--- src/rtl/dbus_access.sv ---
// Data-bus access unit: issues the memory stage's load/store over a valid/addr_ok/data_ok
// bus, stalls the pipeline until completion and drains accepted requests on flush.
module dbus_access #(
  parameter int unsigned DATA_W = 32,
  parameter int unsigned ADDR_W = 32,
  parameter int unsigned CNT_W  = 32
) (
  input  logic              clk,
  input  logic              reset,
  input  logic              req_valid,
  input  logic              req_write,
  input  logic [ADDR_W-1:0] req_addr,
  input  logic [2:0]        req_size,
  input  logic [3:0]        req_strobe,
  input  logic [DATA_W-1:0] req_data,
  input  logic              advance,
  input  logic              flush,
  output logic              dreq_valid,
  output logic              dreq_write,
  output logic [ADDR_W-1:0] dreq_addr,
  output logic [2:0]        dreq_size,
  output logic [3:0]        dreq_strobe,
  output logic [DATA_W-1:0] dreq_data,
  input  logic              addr_ok,
  input  logic              data_ok,
  input  logic [DATA_W-1:0] resp_data,
  output logic [DATA_W-1:0] rd,
  output logic              stall,
  output logic [CNT_W-1:0]  stall_cycles
);

  typedef enum logic [2:0] {
    StIdle,
    StReq,
    StWait,
    StDone,
    StDrainReq,
    StDrain
  } state_e;

  state_e              state_q, state_d;
  logic                dreq_write_q;
  logic [ADDR_W-1:0]   dreq_addr_q;
  logic [2:0]          dreq_size_q;
  logic [3:0]          dreq_strobe_q;
  logic [DATA_W-1:0]   dreq_data_q;
  logic [DATA_W-1:0]   rd_q;
  logic [CNT_W-1:0]    stall_cnt_q;
  logic                latch_req;
  logic                capture_rd;

  always_comb begin
    state_d    = state_q;
    latch_req  = 1'b0;
    capture_rd = 1'b0;
    stall      = 1'b0;
    unique case (state_q)
      StIdle: begin
        if (req_valid && !flush) begin
          latch_req = 1'b1;
          stall     = 1'b1;
          state_d   = StReq;
        end
      end
      StReq: begin
        stall = 1'b1;
        if (flush) begin
          // An unaccepted request cannot be withdrawn, so it is drained instead.
          if (!addr_ok)      state_d = StDrainReq;
          else if (!data_ok) state_d = StDrain;
          else               state_d = StIdle;
        end else if (addr_ok) begin
          if (data_ok) begin
            capture_rd = 1'b1;
            state_d    = StDone;
          end else begin
            state_d = StWait;
          end
        end
      end
      StWait: begin
        stall = 1'b1;
        if (flush) begin
          state_d = data_ok ? StIdle : StDrain;
        end else if (data_ok) begin
          capture_rd = 1'b1;
          state_d    = StDone;
        end
      end
      StDone: begin
        // Result held until the stage advances; the held request is never re-issued.
        if (flush || advance) state_d = StIdle;
      end
      StDrainReq: begin
        stall = 1'b1;
        if (addr_ok) state_d = data_ok ? StIdle : StDrain;
      end
      StDrain: begin
        stall = 1'b1;
        if (data_ok) state_d = StIdle;
      end
      default: state_d = StIdle;
    endcase
  end

  always_ff @(posedge clk) begin
    if (reset) begin
      state_q       <= StIdle;
      dreq_write_q  <= 1'b0;
      dreq_addr_q   <= '0;
      dreq_size_q   <= '0;
      dreq_strobe_q <= '0;
      dreq_data_q   <= '0;
      rd_q          <= '0;
      stall_cnt_q   <= '0;
    end else begin
      state_q <= state_d;
      if (latch_req) begin
        dreq_write_q  <= req_write;
        dreq_addr_q   <= req_addr;
        dreq_size_q   <= req_size;
        dreq_strobe_q <= req_write ? req_strobe : 4'b0000;
        dreq_data_q   <= req_data;
      end
      if (capture_rd && !dreq_write_q) rd_q <= resp_data;
      if (stall && (stall_cnt_q != '1)) stall_cnt_q <= stall_cnt_q + CNT_W'(1);
    end
  end

  assign dreq_valid   = (state_q == StReq) || (state_q == StDrainReq);
  assign dreq_write   = dreq_write_q;
  assign dreq_addr    = dreq_addr_q;
  assign dreq_size    = dreq_size_q;
  assign dreq_strobe  = dreq_strobe_q;
  assign dreq_data    = dreq_data_q;
  assign rd           = rd_q;
  assign stall_cycles = stall_cnt_q;

  advance_while_stalled: assert property (@(posedge clk) disable iff (reset)
    !(advance && stall));

endmodule

--- config.mk ---
export PLATFORM = sky130hd
export DESIGN_NAME = dbus_access
export DESIGN_NICKNAME = d
export VERILOG_FILES = /design/src/rtl/dbus_access.sv
export SDC_FILE = /design/constraint.sdc
export NUM_CORES = 1
export LEC_CHECK = 0
export CAP_MARGIN = 20
export CORE_MARGIN = 5
export CORE_UTILIZATION = 38
export DETAILED_ROUTE_END_ITERATION = 16
export GPL_ROUTABILITY_DRIVEN = 0
export PLACE_DENSITY = 0.74
export SYNTH_ARGS = -nofsm -noshare
export SYNTH_HDL_FRONTEND = slang
export SYNTH_SLANG_ARGS = --single-unit
--- constraint.sdc ---
create_clock -name clk -period 4.1 [get_ports clk]
set_input_delay 1.23 -clock clk [delete_from_list [all_inputs] [get_ports clk]]
set_output_delay 1.23 -clock clk [all_outputs]
set_load 0.005 [all_outputs]
==> results.md, run 1 <==
- Max clock buf depth: 2
- Share of cells above drive strength 1: 6.55%
- Crit share post-route: 95.4%
- Min-delay src: dreq_strobe[0]$_SDFFE_PP0P_
- Syn. warnings: 0
- Fin util: 60.7%
- Max Cap Viol: 0
- Post-synth EDFFs: 0
- Initial Util: 38.6%
- Leak Pwr: 2.95 nW
- R2r worst-path depth: 6
- Vias in the first global route: 5264
- Drt drc: 0
- Syn_nets: 777
- Core box area: 14500 µm²
- Number of fill cells: 1249
- Synth area leaders: dfxtp_1, nand2_1, a21oi_1, mux2i_1, nor2_1
- Total Wirelength: 16500 µm
- TNS Setup: 0 ps
- Syn avg cell area: 8.44 µm²
- Worst VDD drop: 0.000246 V
- Die height: 132 µm
- Pre-CTS WS: -85.4 ps
- Outcome: completed
- I/O Buffers: 248
- Area delta synth->final: 57.3%
- Worst Hold Depth: 2
- # IOs: 249
- Syn Inst Count: 665
- Via density per instance: 5.02
- H-tree depth: 4
- Worst reg2reg startpoint: stall_cycles[0]$_SDFFE_PP0P_
- Final hold viol count: 0
- WP data required: 2870 ps
- First-pass GRT wire length: 26600 µm
- Synth unique cells: 52
- Period minus WS final: 3910 ps
- HPWL after detailed placement: 11600 µm
- Fmax: 256 MHz
- Share of the synthesized area in the top cell type: 49.6%
- Worst-Margin Slew: 870 ps
- Final Max Slew Viols: 0
- Num CTS Buffers: 17
- Drt pass-1 iters: 5
- Worst Setup End Kind: output port
- Total grt overflow: 0
- Worst-Skew Late Latency: 410 ps
- Sequential share of the synthesized area: 49.6%
- Die Area: 17300 µm²
- Seq. cell area: 2780 µm²
- Area occupied by multi-input gates: 2650 µm²
- Antenna violations before repair: 0
- Num rows: 44
- Pwr Total: 0.00357 W
- Pin count of the biggest net entering global routing: 80
- Antenna Cells: 0
- Endpoints failing setup: 0
- Cell Area, Synth: 5610 µm²
- Total track usage: 18.4%
- DR vias: 5517
- Fraction of registers with async set/reset: 0%
- Largest area contributor in the netlist: dfxtp_1
- Worst Hold Class: reg -> reg
- Startpoint Class: input pin
- TritonCTS clock tree: done
- Placed cell count: 1068
- Unrepaired setup endpoints after global routing: no
- Crit path from: req_valid
- Wirelength per Cell: 15.0 µm
- Max transition margin: 42.0%
- Register bit count reported by yosys: 139
- Clock Skews: 7.60 ps
- Highest fanout seen on the critical path: 2
- Sink Count: 139
- Die X: 132 µm
- Clock root cell: clkbuf_16
- Pwr dens: 404 nW/µm²
- Top FF cell, synth: dfxtp_1
- Worst Path Arrival: 2680 ps
- Post-route ant nets: 0
- Clock transition at the registers of the reported paths: 60 ps
- Net count, final: 1015
- Final worst setup slack: 189 ps
- Setup CP Type: in -> out
- Final Non-Filler Cells: 1100
- Number of DRC markers in iteration 0: 249
==> state kept, by name, summed over array words and instances, names as in the netlist <==
name,count
dreq_size,3
dreq_write,1
dreq_strobe,4
state_q,3
stall_cycles,32
dreq_addr,32
dreq_data,32
rd,32
==> logic make-up after synthesis <==
kind of cell	synth area share (%)
mux	6.64
flops	49.6
xor+xnor	0.781
compound gates	15.1
simple gates	24.1
fa+ha+maj	0.223
buf+inv	3.61
==> through the flow <==
stage	hold WS [ps]	area, µm²
finish	451	8830
global route	466	8830
CTS	453	8830
detailed placement	444	8260
global placement	437	8260
floorplan	448	5610
==> area by class of cell <==
| class | instances | area share [%] |
|---|---|---|
| sequential | 139 | 31.5 |
| multi-input combinational | 480 | 30.1 |
| timing repair buffer | 259 | 29.3 |
| clock buffer | 20 | 4.95 |
| tap | 184 | 2.61 |
| clock inverter | 12 | 1.32 |
| inverter | 6 | 0.255 |
==> cells in the mapped netlist, types with 2 or more instances <==
cell type,number
mux2i_1,35
xnor2_1,2
and3_1,3
or3_1,21
nor2_1,49
and4_1,2
nand3_1,17
nand4_1,13
xor2_1,3
o21ai_0,10
a21oi_1,103
nor4_2,2
nor2b_1,5
dfxtp_1,139
or4_4,3
or4_1,7
o22ai_1,2
inv_1,6
clkbuf_1,31
nand2_1,156
a211oi_1,2
buf_6,2
a21o_1,2
o2111ai_1,2
buf_4,3
buf_2,3
o31ai_1,6
nor4_1,2
o21ai_1,11
==> metal layers <==
| metal | track usage [%] | part of all wire, % |
|---|---|---|
| met4 | 6.51 | 1.7 |
| met3 | 10.2 | 12 |
| met1 | 21.5 | 41 |
| met2 | 28.6 | 46 |
| met5 | 0 | 0 |
==> placed cells by master (no fill, tap or decap), types with 2 or more instances in the layout <==
master             n
nor2_1            49
nor4_2             2
o22ai_1            2
a21oi_1          103
or4_4              4
o21ai_1           11
a211oi_1           2
mux2i_1           35
and3_1             2
clkinv_4           2
xnor2_1            2
buf_12             2
clkinvlp_4         5
nand3_1           16
or3_1             21
clkbuf_16         17
dfxtp_1          139
o21ai_0           10
clkbuf_1           3
buf_4             10
nand2_1          156
nor4_1             2
o2111ai_1          2
nand4_1           13
or4_1              6
inv_1              6
xor2_1             3
dlygate4sd2_1      2
inv_6              3
a21o_1             2
nor2b_1            4
and4_1             2
clkdlybuf4s50_1  245
o31ai_1            6
==> repair_timing <==
action,4_1_cts,5_1_grt
hold buffers,0,0
setup endpoints to repair,1,0
buffers inserted,0,0
gates resized for setup,5,0
==> path summary, 6_finish.rpt <==
check	to	slack, ps
max	stall	190
min	dreq_strobe[0]$_SDFFE_PP0P_	450
max reg2reg	stall_cycles[13]$_SDFFE_PP0P_	1600
min reg2reg	dreq_strobe[0]$_SDFFE_PP0P_	450
==> where the power goes <==
part	leakage (nW)	switching, W	internal, W
logic	1.56	0.000275	0.000351
clock network	0.254	0.000603	0.000840
registers	1.13	0.0000661	0.00143
==> worst max-delay path: stages <==
cell and delay, ps:
dlygate4sd2_1 260, nor2b_4 140, or4_4 420, and2_1 190, clkdlybuf4s50_1 440
Power figures use the tool's default switching activity.
==> inputs of run 2 (changes only) <==
--- a/config.mk
+++ b/config.mk
@@ -7,4 +7,5 @@
 export LEC_CHECK = 0
 export CAP_MARGIN = 20
+export CORE_ASPECT_RATIO = 0.5
 export CORE_MARGIN = 5
 export CORE_UTILIZATION = 38
==> constraint.sdc (replaced) <==
create_clock -name clk -period 4.1 [get_ports clk]
set_input_delay 0.82 -clock clk [delete_from_list [all_inputs] [get_ports clk]]
set_output_delay 0.82 -clock clk [all_outputs]
set_load 0.005 [all_outputs]
==> run 2 against run 1 <==
Against the previous run:
- via count grew 0.67%
- combinational power shrank 2%
- flip-flop and latch count unchanged
- non-clock buffer count is 4 lower
- die area is 0.86% higher
- clock skew up 5.7 ps
- largest cell class unchanged
==> results.md, run 2 (synthesis gave the netlist of run 1 again) <==
- Outcome: completed
- Via density per instance: 5.00 (-0.24%)
- CTS resizes: 0 (-5)
- Worst VDD drop: 0.000333 V (+35%)
- Antenna violations before repair: 0 (unchanged)
- Core box area: 14500 µm² (-0.46%)
- First-pass GRT wire length: 26400 µm (-0.62%)
- Most common cell after layout, fill and taps aside: clkdlybuf4s50_1
- Worst-Skew Late Latency: 400 ps (about the same)
- Initial Util: 38.8% (+0.18 points)
- Leak Pwr: 2.94 nW (-0.22%)
- Antenna Cells: 0 (unchanged)
- Endpoints failing setup: 0 (unchanged)
- Number of fill cells: 1255 (+0.48%)
- Slowest Stage Delay on Critical Path: 600 ps (+160 ps)
- WP data required: 3280 ps (+410 ps)
- Clock transition at the registers of the reported paths: 50 ps (about the same)
- Net count, final: 1011 (-0.39%)
- Die Area: 17400 µm² (+0.86%)
- TNS Setup: 0 ps (unchanged)
- Post-route ant nets: 0 (unchanged)
- Unrepaired setup endpoints after global routing: no
- Placed Area: 8230 µm² (-0.45%)
- Die height: 95.9 µm (-27%)
- Max layer used: met4
- Crit path max-delay family: buffers and inverters
- Worst Setup End Kind: output port
- Total grt overflow: 0 (unchanged)
- Number of DRC markers in iteration 0: 268 (+7.6%)
- Wirelength per Cell: 15.3 µm (+1.9%)
- Num CTS Buffers: 17 (unchanged)
- Drt drc: 0 (unchanged)
- M1 WL: 6870 µm (+2.7%)
- # IOs: 249 (unchanged)
- Worst Hold Class: reg -> reg
- Clock root cell: clkbuf_16
- Pin count of the biggest net entering global routing: 83 (+3.8%)
- Final non-filler cell area: 8820 µm² (about the same)
- Die X: 182 µm (+38%)
- Hold_buf cts: 0 (unchanged)
- Max Cap Viol: 0 (unchanged)
- Period minus WS final: 3470 ps (-438 ps)
- Hold Slack: 450 ps (-1.06 ps)
- Critical path buffers and inverters: 2 (unchanged)
- Num rows: 31 (-30%)
- Startpoint Class: input pin
- Drt pass-1 iters: 7 (+2)
- Metal3 WL: 863 µm (-56%)
- Final hold viol count: 0 (unchanged)
- Max transition margin: 41.8% (-0.22 points)
- Total track usage: 18.5% (+0.13 points)
- Final Max Slew Viols: 0 (unchanged)
- DR vias: 5554 (+0.67%)
- Met2 wire length: 8940 µm (+19%)
- Sink Count: 139 (unchanged)
- Fmax: 288 MHz (+13%)
- Critical-path cell list: clkdlybuf4s50_1 > nor2b_1 > or4_1 > and2_1 > clkdlybuf4s50_1
- HPWL after detailed placement: 12300 µm (+6.2%)
- H-tree depth: 4 (unchanged)
- CP max-delay cell: clkdlybuf4s50_1
- Highest fanout seen on the critical path: 8 (+6)
- Clock Skews: 13.3 ps (+5.69 ps)
- Pwr dens: 415 nW/µm² (+2.7%)
- CP dominant cell by count: clkdlybuf4s50_1
- Share of cells above drive strength 1: 6.25% (-0.30 points)
- Fin util: 61.0% (+0.26 points)
- Vias in the first global route: 5346 (+1.6%)
- Most frequent cells in the layout: clkdlybuf4s50_1, nand2_1, dfxtp_1
- Post-CTS Setup Bufs: 0 (unchanged)
- I/O Buffers: 248 (unchanged)
- Worst-Margin Slew: 874 ps (+3.37 ps)
- Seq. cell area: 2780 µm² (unchanged)
- Area delta synth->final: 57.2% (about the same)
- Total Wirelength: 17000 µm (+2.9%)
- TritonCTS clock tree: done
- Max clock buf depth: 2 (unchanged)
- Area occupied by multi-input gates: 2640 µm² (-0.42%)
- Worst Path Arrival: 2650 ps (-30 ps)
- Setup CP Type: in -> out
- Crit share post-route: 84.7% (-11 points)
## run 2: per-stage QoR
stage	std cells	total power, W	setup slack [ps]
after floorplan	665	0.00181	1580
after global placement	1078	0.00213	674
after detailed placement	1078	0.00215	624
after CTS	1110	0.00371	617
after global routing	1110	0.00383	534
final	1110	0.00366	627
## run 2: final timing paths
| path | from | endpoint | slack [ps] | depth (start not counted) |
|---|---|---|---|---|
| worst max-delay path | flush | stall | 630 | 5 |
| worst min register to register | dreq_addr[30]$_SDFFE_PP0P_ | dreq_addr[30]$_SDFFE_PP0P_ | 450 | 2 |
| worst max register to register | stall_cycles[0]$_SDFFE_PP0P_ | stall_cycles[13]$_SDFFE_PP0P_ | 1600 | 6 |
| worst min-delay path | dreq_addr[30]$_SDFFE_PP0P_ | dreq_addr[30]$_SDFFE_PP0P_ | 450 | 2 |
## run 2: power breakdown
group / switching (W) / total [W] / internal, W
Clock: 0.000626 / 0.00155 / 0.000925
Combinational: 0.000276 / 0.000616 / 0.000340
Sequential: 0.0000656 / 0.00150 / 0.00143
Total: 0.000967 / 0.00366 / 0.00269
## run 2: final cells by class
cell class                      count  share of cell area, %
Multi-Input combinational cell    480                   29.9
Tap cell                          198                   2.81
Sequential cell                   139                   31.5
Inverter                            6                  0.255
Timing Repair Buffer              255                   28.7
Clock buffer                       18                   4.98
Clock inverter                     14                   1.79
## run 2: worst min-delay path, stage by stage (launching register included)
cell and delay [ps]:
dfxtp_1 300, nand2_1 50, a21oi_1 50
## run 2: layer usage
layer / vias up / GRT usage (%)
met2: 113 / 35.1
met5: - / 0
met4: 0 / 5.99
li1: 2781 / -
met3: 19 / 5.47
met1: 2641 / 20.3
==> inputs of run 3 (changes only) <==
- PLACE_DENSITY: 0.74 -> 0.77
- clock period: 4.1 -> 2.93 ns (I/O delays scaled with it)
==> run 3 against run 2 <==
Against the previous run:
- worst hold slack improved by 1.9 ps
- first-iteration DRC count increased by 1.9%
- sequential power increased by 39%
- non-clock buffer count increased by 1
- cell area increased by 1.4%
- largest power group unchanged
- power increased by 47%
- combinational power increased by 42%
- global-route usage about the same
- critical path depth unchanged
- sequential share of layout area decreased by 0.45 points
- critical path type unchanged
- count of clock-buffer cells in the layout decreased by 1
==> results.md, run 3 (synthesis gave the netlist of run 1 again) <==
- TritonCTS clock tree: done
- Max clock buf depth: 2 (unchanged)
- Wirelength per Cell: 15.3 µm (-0.17%)
- Final hold viol count: 0 (unchanged)
- Post-route ant nets: 0 (unchanged)
- Die X: 182 µm (unchanged)
- Unrepaired setup endpoints after global routing: no
- Clock share of power: 44.8% (+2.5 points)
- Via density per instance: 4.96 (-0.86%)
- Worst VDD drop: 0.000361 V (+8.5%)
- Number of fill cells: 1246 (-0.72%)
- Antenna violations before repair: 0 (unchanged)
- Switching share of total power: 25.1% (-1.3 points)
- Worst Setup End Kind: output port
- Fin util: 61.9% (+0.87 points)
- Antenna Cells: 0 (unchanged)
- Most frequent cells in the layout: clkdlybuf4s50_1, nand2_1, dfxtp_1
- Placed Area: 8280 µm² (+0.70%)
- Final worst setup slack: 108 ps (-519 ps)
- WP data required: 2340 ps (-940 ps)
- Startpoint Class: input pin
- Worst-Margin Slew: 570 ps (-304 ps)
- Max Cap Viol: 0 (unchanged)
- Number of DRC markers in iteration 0: 273 (+1.9%)
- Comb power frac: 16.3% (-0.5 points)
- Worst-Skew Late Latency: 400 ps (about the same)
- Fmax: 354 MHz
- Share of cells above drive strength 1: 6.46% (+0.21 points)
- Worst Path Arrival: 2240 ps (-410 ps)
- Num CTS Buffers: 17 (unchanged)
- Net count, final: 1012 (+0.099%)
- Initial Util: 38.8% (unchanged)
- Setup CP Type: in -> out
- TNS Setup: 0 ps (unchanged)
- Period minus WS final: 2820 ps
- I/O Buffers: 248 (unchanged)
- Clock root cell: clkbuf_16
- Hold_buf cts: 0 (unchanged)
- H-tree depth: 4 (unchanged)
- Endpoints failing setup: 0 (unchanged)
- Outcome: completed
- Crit share post-route: 96.3%
- Total Wirelength: 17000 µm (about the same)
- Final non-filler cell area: 8950 µm² (+1.4%)
- Internal power: 0.00402 W (+49%)
- First-pass GRT wire length: 26600 µm (+0.47%)
- Worst Hold Class: reg -> reg
- Area delta synth->final: 59.5%
- Core box area: 14500 µm² (unchanged)
- Area occupied by multi-input gates: 2640 µm² (about the same)
- Die height: 95.9 µm (unchanged)
- Leak Pwr: 3.00 nW (+2.1%)
- Pin count of the biggest net entering global routing: 73 (-12%)
- Num rows: 31 (unchanged)
- Total track usage: 18.6% (+0.029 points)
- Final Max Slew Viols: 0 (unchanged)
- # IOs: 249 (unchanged)
- Switch Pwr: 0.00135 W (+40%)
- Post-CTS Setup Bufs: 0 (unchanged)
- Vias in the first global route: 5369 (+0.43%)
- Total grt overflow: 0 (unchanged)
- DR vias: 5511 (-0.77%)
- Die Area: 17400 µm² (unchanged)
- Clock Skews: 11.6 ps (-1.73 ps)
- HPWL after detailed placement: 12300 µm (+0.17%)
- Max transition margin: 61.5% (+20 points)
- Most common cell after layout, fill and taps aside: clkdlybuf4s50_1
- Seq. cell area: 2780 µm² (unchanged)
- Drt drc: 0 (unchanged)
- Clock transition at the registers of the reported paths: 60 ps (about the same)
- Pre-CTS WS: 25.9 ps (-598 ps)
- Seq pwr share: 38.9% (-1.9 points)
- Highest fanout seen on the critical path: 4 (-4)
- Drt pass-1 iters: 6 (-1)
- Pwr dens: 600 nW/µm² (+45%)
- Sink Count: 139 (unchanged)
## run 3: critical path, cell delays in order
cell and delay (ps):
clkdlybuf4s50_1 490, nor2b_2 70, or4_1 430, and2_1 200
clkdlybuf4s50_1 450
## run 3: path summary, 6_finish.rpt
path / startpoint / endpoint / slack (ps) / cells past startpoint
setup / recovery: flush / stall / 110 / 5
setup reg to reg: stall_cycles[0]$_SDFFE_PP0P_ / stall_cycles[13]$_SDFFE_PP0P_ / 460 / 6
hold / removal: dreq_data[21]$_SDFFE_PP0P_ / dreq_data[21]$_SDFFE_PP0P_ / 450 / 2
hold reg to reg: dreq_data[21]$_SDFFE_PP0P_ / dreq_data[21]$_SDFFE_PP0P_ / 450 / 2
## run 3: power groups by stage
stage | Sequential, W | Combinational, W | Clock, W
3_3_place_gp | 0.00213 | 0.000873 | 0
4_1_cts | 0.00209 | 0.000887 | 0.00247
3_5_place_dp | 0.00213 | 0.000884 | 0
5_1_grt | 0.00211 | 0.000957 | 0.00256
2_1_floorplan | 0.00212 | 0.000410 | 0
6_report | 0.00209 | 0.000877 | 0.00241
## run 3: timing repair
item                       4_1_cts  5_1_grt
setup endpoints to repair        0        1
gates resized for setup          0        2
hold endpoints to repair         0        0
## run 3: routing by layer
metal,vias up,GRT usage [%],part of all wire [%]
met5,-,0,0
met4,0,6.62,2.0
met3,25,5.66,5.4
met2,126,34.1,52
met1,2591,20.8,41
li1,2769,-,-
## run 3: metrics by stage
step                      cells  hold WS, ps  power (W)
after floorplan             665          448    0.00253
after global placement     1079          438    0.00300
after detailed placement   1079          445    0.00302
after CTS                  1111          454    0.00545
after global routing       1111          472    0.00562
final                      1111          452    0.00537
## run 3: area by class of cell
cell class / instances / area share (%)
Clock buffer: 17 / 4.75
Clock inverter: 15 / 2.63
Multi-Input combinational cell: 480 / 29.5
Sequential cell: 139 / 31.1
Inverter: 6 / 0.252
Tap cell: 198 / 2.77
Timing Repair Buffer: 256 / 29.0
